### src/rtl/sd_dev_cmd_rx.sv
// sd_dev_cmd_rx: SD device CMD-line receiver.
// The block samples the CMD line on SD-clock rising-edge strobes. It frames
// 48-bit host commands (start, transmission, index[6], arg[32], CRC7, end),
// checks the CRC7, and presents index and argument through a valid/ack
// handshake.
// Ports:
//   clk, rst          system clock, synchronous active-high reset
//   i_en              receiver enable (low aborts any partial frame)
//   i_sd_stb          one-clk SD-clock rising-edge strobe (sampling point)
//   i_sd_cmd_in       CMD line level from the PHY platform stage
//   i_cmd_dir         device is driving CMD; receiver held idle
//   o_busy            frame reception in progress
//   o_cmd_valid       captured command held until i_cmd_ack
//   o_cmd_index/arg   captured command fields
//   o_crc_ok          CRC7 matched and end bit was 1
//   o_frame_err       end bit sampled as 0
//   o_overrun         sticky: frame completed while previous one unacked
//   i_overrun_clr     clears o_overrun (a same-cycle set wins)
module sd_dev_cmd_rx #(
    parameter int FRAME_BITS = 48,
    parameter int CRC_BITS   = 7
) (
    input  logic        clk,
    input  logic        rst,
    input  logic        i_en,
    input  logic        i_sd_stb,
    input  logic        i_sd_cmd_in,
    input  logic        i_cmd_dir,
    output logic        o_busy,
    output logic        o_cmd_valid,
    input  logic        i_cmd_ack,
    output logic [5:0]  o_cmd_index,
    output logic [31:0] o_cmd_arg,
    output logic        o_crc_ok,
    output logic        o_frame_err,
    output logic        o_overrun,
    input  logic        i_overrun_clr
);
    localparam logic [5:0] LAST_BIT = 6'(FRAME_BITS - 1);
    localparam logic [5:0] CRC_END  = 6'(FRAME_BITS - CRC_BITS - 2); // last CRC-covered bit

    typedef enum logic {IDLE, RX} state_t;

    state_t        state_q, state_d;
    logic [5:0]    cnt_q, cnt_d;
    logic [6:0]    crc_q, crc_d;
    logic [6:0]    rxcrc_q, rxcrc_d;
    logic [5:0]    idx_q, idx_d;
    logic [31:0]   arg_q, arg_d;
    logic          valid_q, valid_d;
    logic [5:0]    oidx_q, oidx_d;
    logic [31:0]   oarg_q, oarg_d;
    logic          ok_q, ok_d;
    logic          ferr_q, ferr_d;
    logic          ovr_q, ovr_d;
    logic          done;
    logic          ovr_set;

    // Serial CRC7 step, x^7+x^3+1, MSB first.
    function automatic logic [6:0] crc_step(input logic [6:0] c, input logic b);
        logic fb;
        fb = b ^ c[6];
        return {c[5:3], c[2] ^ fb, c[1:0], fb};
    endfunction

    always_comb begin
        state_d = state_q;
        cnt_d   = cnt_q;
        crc_d   = crc_q;
        rxcrc_d = rxcrc_q;
        idx_d   = idx_q;
        arg_d   = arg_q;
        valid_d = valid_q;
        oidx_d  = oidx_q;
        oarg_d  = oarg_q;
        ok_d    = ok_q;
        ferr_d  = ferr_q;
        ovr_d   = ovr_q;
        done    = 1'b0;
        ovr_set = 1'b0;

        if (!i_en || i_cmd_dir) begin
            // Abort takes priority over sampling; the held output is untouched.
            state_d = IDLE;
            cnt_d   = '0;
        end else if (i_sd_stb) begin
            unique case (state_q)
                IDLE: begin
                    if (!i_sd_cmd_in) begin
                        state_d = RX;
                        cnt_d   = 6'd1;
                        crc_d   = crc_step(7'd0, 1'b0);
                    end
                end
                RX: begin
                    if (cnt_q == 6'd1 && !i_sd_cmd_in) begin
                        // Transmission bit 0: another card's response, drop silently.
                        state_d = IDLE;
                        cnt_d   = '0;
                    end else begin
                        if (cnt_q <= CRC_END)
                            crc_d = crc_step(crc_q, i_sd_cmd_in);
                        if (cnt_q >= 6'd2 && cnt_q <= 6'd7)
                            idx_d = {idx_q[4:0], i_sd_cmd_in};
                        if (cnt_q >= 6'd8 && cnt_q <= CRC_END)
                            arg_d = {arg_q[30:0], i_sd_cmd_in};
                        if (cnt_q > CRC_END && cnt_q < LAST_BIT)
                            rxcrc_d = {rxcrc_q[5:0], i_sd_cmd_in};
                        if (cnt_q == LAST_BIT) begin
                            done    = 1'b1;
                            state_d = IDLE;
                            cnt_d   = '0;
                        end else begin
                            cnt_d = cnt_q + 6'd1;
                        end
                    end
                end
                default: state_d = IDLE;
            endcase
        end

        // A new frame may load when the slot is free or is being acked right now.
        if (done) begin
            if (!valid_q || i_cmd_ack) begin
                valid_d = 1'b1;
                oidx_d  = idx_q;
                oarg_d  = arg_q;
                ok_d    = (rxcrc_q == crc_q) && i_sd_cmd_in;
                ferr_d  = !i_sd_cmd_in;
            end else begin
                ovr_set = 1'b1;
            end
        end else if (i_cmd_ack) begin
            valid_d = 1'b0;
        end

        if (ovr_set)
            ovr_d = 1'b1;
        else if (i_overrun_clr)
            ovr_d = 1'b0;
    end

    always_ff @(posedge clk) begin
        if (rst) begin
            state_q <= IDLE;
            cnt_q   <= '0;
            crc_q   <= '0;
            rxcrc_q <= '0;
            idx_q   <= '0;
            arg_q   <= '0;
            valid_q <= 1'b0;
            oidx_q  <= '0;
            oarg_q  <= '0;
            ok_q    <= 1'b0;
            ferr_q  <= 1'b0;
            ovr_q   <= 1'b0;
        end else begin
            state_q <= state_d;
            cnt_q   <= cnt_d;
            crc_q   <= crc_d;
            rxcrc_q <= rxcrc_d;
            idx_q   <= idx_d;
            arg_q   <= arg_d;
            valid_q <= valid_d;
            oidx_q  <= oidx_d;
            oarg_q  <= oarg_d;
            ok_q    <= ok_d;
            ferr_q  <= ferr_d;
            ovr_q   <= ovr_d;
        end
    end

    assign o_busy      = (state_q == RX);
    assign o_cmd_valid = valid_q;
    assign o_cmd_index = oidx_q;
    assign o_cmd_arg   = oarg_q;
    assign o_crc_ok    = ok_q;
    assign o_frame_err = ferr_q;
    assign o_overrun   = ovr_q;
endmodule

### config.mk
export PLATFORM = sky130hd
export DESIGN_NAME = sd_dev_cmd_rx
export DESIGN_NICKNAME = d
export VERILOG_FILES = /design/src/rtl/sd_dev_cmd_rx.sv
export SDC_FILE = /design/constraint.sdc
export NUM_CORES = 1
export LEC_CHECK = 0
export CORE_ASPECT_RATIO = 1.25
export CORE_MARGIN = 3
export CORE_UTILIZATION = 38
export CTS_CLUSTER_DIAMETER = 120
export DETAILED_ROUTE_END_ITERATION = 10
export DONT_BUFFER_PORTS = 1
export PLACE_DENSITY_LB_ADDON = 0.25
export SLEW_MARGIN = 20
export SYNTH_ARGS = -nofsm -noshare
export SYNTH_HDL_FRONTEND = slang
export SYNTH_SLANG_ARGS = --single-unit
### constraint.sdc
create_clock -name clk -period 2.41 [get_ports clk]
set_input_delay 0.482 -clock clk [delete_from_list [all_inputs] [get_ports clk]]
set_output_delay 0.482 -clock clk [all_outputs]
set_load 0.05 [all_outputs]
==> run metrics <==
CP arrival 2210 ps; Max stage delay cell, worst path or4_1; Post-CTS Resized 0; synthesized instance count 471; met3 Use GR 5.10%; switching power 670 uW; # Post-CTS Setup Buffers 0; vias in the first global route 2,912; Inserted Diodes 0; Switching Fraction 21.1%; Die Y 119 um; Final Skew 9.84 ps; Reg clk slew, reported paths 70 ps; Final Wtd Congestion 0.805; met2 GRT Util 23.9%; crit-path cells ha_1, nand2_1, or4_1, buf_4, a31o_1; RSZ-0062 raised after global routing no; Area Growth Syn to Fin 10.8%; EDFF count, synth 0; routed vias/inst 5.02; Mapped Nets 482; Post-synth top flop dfxtp_1; combinational share of power 0.8%; met1 Use GR 17.9%; wirelength, routed 8.20 mm; final setup vio count 0; crit share post-route 82.4%; clk sinks 101; TritonCTS clock tree yes; cell area after layout 0.00434 mm2; first-pass GRT wire length 14.1 mm; Max Fclk 0.504 GHz; CTS root buffer clkbuf_16; post-synthesis sequential area ratio 51.6%; syn avg cell area 8.31 um2; layout cells sized above 1 6.65%; internal power 2.50 mW; kind of critical path reg -> reg; setup TNS 0 ps; DRT iter0 DRCs 156; CP startpoint kind flop; final core utilization 44.2%; max_slew headroom 58.1%; final hold vios 0; CTS Buf Count 9; crit path time final 1990 ps; Critical Path Sink Type flop; drt wl/cell 13.9 um; # hold bufs at CTS 0; worst min path class in -> reg; first-pass iteration count of the detailed router 4; clock buffer depth 2; Cell Rows 40; CP bufs+invs 1; post-detail-place hpwl 5.37 mm; WP data required 2640 ps; Synth Warn # 0; port bufs 0; Slew @ Worst Pin 620 ps; Max Slew Vio Count 0; part of the power in registers 52.7%; distinct cell type count after synthesis 41; nets 472; CP top delay family simple AND/OR/NAND/NOR gates; GRT Max-Usage Layer met2; Peak VDD IR 0.336 mV; Clock Latency Late Sink 340 ps; Ports 51; status completed; Vias 2,972; synthesized cell area 0.00392 mm2; GR Overflow Total 0; Die Width 96.8 um; maxcap violations 0; full die area 0.0116 mm2; asr flop ratio synth 0%; H-tree depth 3; total track usage 14.6%; post-route ant nets 0; leakage power 1.45 nW; Initial Utilization 39.9%; Power Density 730 mW/mm2; largest net degree at the start of global routing 87; DRC errors left 0; initial antenna violation count 0; worst-path fanout max 41; slowest stage delay, CP 520 ps; Clk pwr share 46.5%; core area 0.00981 mm2; post-synthesis register bit count 101; fillcell total 996; Area after DPL 0.00403 mm2
-- layout by cell type, fill, tap and decap left out, types with 5 or more instances in the layout --
cell type,synthesis,routed
a21oi_1,78,78
buf_4,0,7
clkbuf_16,0,9
dfxtp_1,101,101
inv_1,5,5
mux2i_1,13,13
nand2_1,157,157
nand3_1,9,9
nor2_1,13,13
or3_1,5,5
xor2_1,9,9
-- worst paths after layout --
check	startpoint	to	slack, ps	cells after the start
setup / recovery	cnt_q[1]	o_frame_err	420	5
hold / removal	rst	crc_q[4]	210	1
setup reg to reg	cnt_q[1]	o_frame_err	420	5
hold reg to reg	idx_q[0]	o_cmd_index[0]	450	2
-- layout make-up --
class / instances / area (um2) / area share [%]
Clock inverter: 7 / 86.3 / 1.99
Clock buffer: 9 / 225 / 5.19
Inverter: 5 / 18.8 / 0.433
Timing Repair Buffer: 8 / 72.6 / 1.67
Sequential cell: 101 / 2020 / 46.6
Multi-Input combinational cell: 336 / 1760 / 40.5
Tap cell: 126 / 158 / 3.63
-- power by group through the flow --
stage / clock, mW / combinational (mW) / sequential (mW)
5_1_grt: 1.58 / 0.0280 / 1.67
3_3_place_gp: 0 / 0.0249 / 1.71
2_1_floorplan: 0 / 0.0384 / 1.71
3_5_place_dp: 0 / 0.0257 / 1.71
6_report: 1.47 / 0.0253 / 1.67
4_1_cts: 1.51 / 0.0258 / 1.67
-- synthesized netlist by cell type, types with 3 or more instances --
library cell	count	area share, %
nand3_1	9	1.2
nand3b_1	4	0.77
o21ai_0	3	0.38
nand2_1	157	15
inv_1	5	0.48
ha_1	3	0.96
a32o_1	4	1.0
mux2i_1	13	3.3
or3_1	5	0.80
dfxtp_1	101	52
nand2b_1	3	0.48
a31oi_1	4	0.64
clkbuf_1	20	1.9
a21oi_1	78	10
buf_2	8	1.0
nor3_1	4	0.51
xor2_1	9	2.0
nor2_1	13	1.2
-- through the flow --
step	total power, mW	setup slack, ps	instances	hold slack (ps)
global placement	1.73	453	576	433
CTS	3.20	400	592	203
floorplan	1.75	387	471	432
finish	3.17	425	592	206
global route	3.28	224	592	195
detailed placement	1.73	427	576	438
-- flip-flops by register name, summed over array words and instances, names as in the netlist --
| signal | cells |
|---|---|
| cnt_q | 6 |
| idx_q | 6 |
| o_cmd_valid | 1 |
| o_busy | 1 |
| rxcrc_q | 7 |
| o_crc_ok | 1 |
| o_cmd_index | 6 |
| crc_q | 7 |
| o_frame_err | 1 |
| o_cmd_arg | 32 |
| o_overrun | 1 |
| arg_q | 32 |
-- per-layer routing --
layer	wire length, um	up-vias	share of wire [%]
met4	135	0	1.6
met1	3720	1353	45
met2	3850	50	47
li1	-	1559	-
met5	0	-	0
met3	501	10	6.1
-- cells by family after synthesis --
kind of cell / Yosys count / share of synthesized area (%)
buf+inv: 34 / 3.71
compound gates: 99 / 14.2
fa+ha+maj: 3 / 0.959
simple gates: 212 / 24.2
flops: 101 / 51.6
xor+xnor: 9 / 2.01
mux: 13 / 3.32
(Power assumes the default switching activity.)
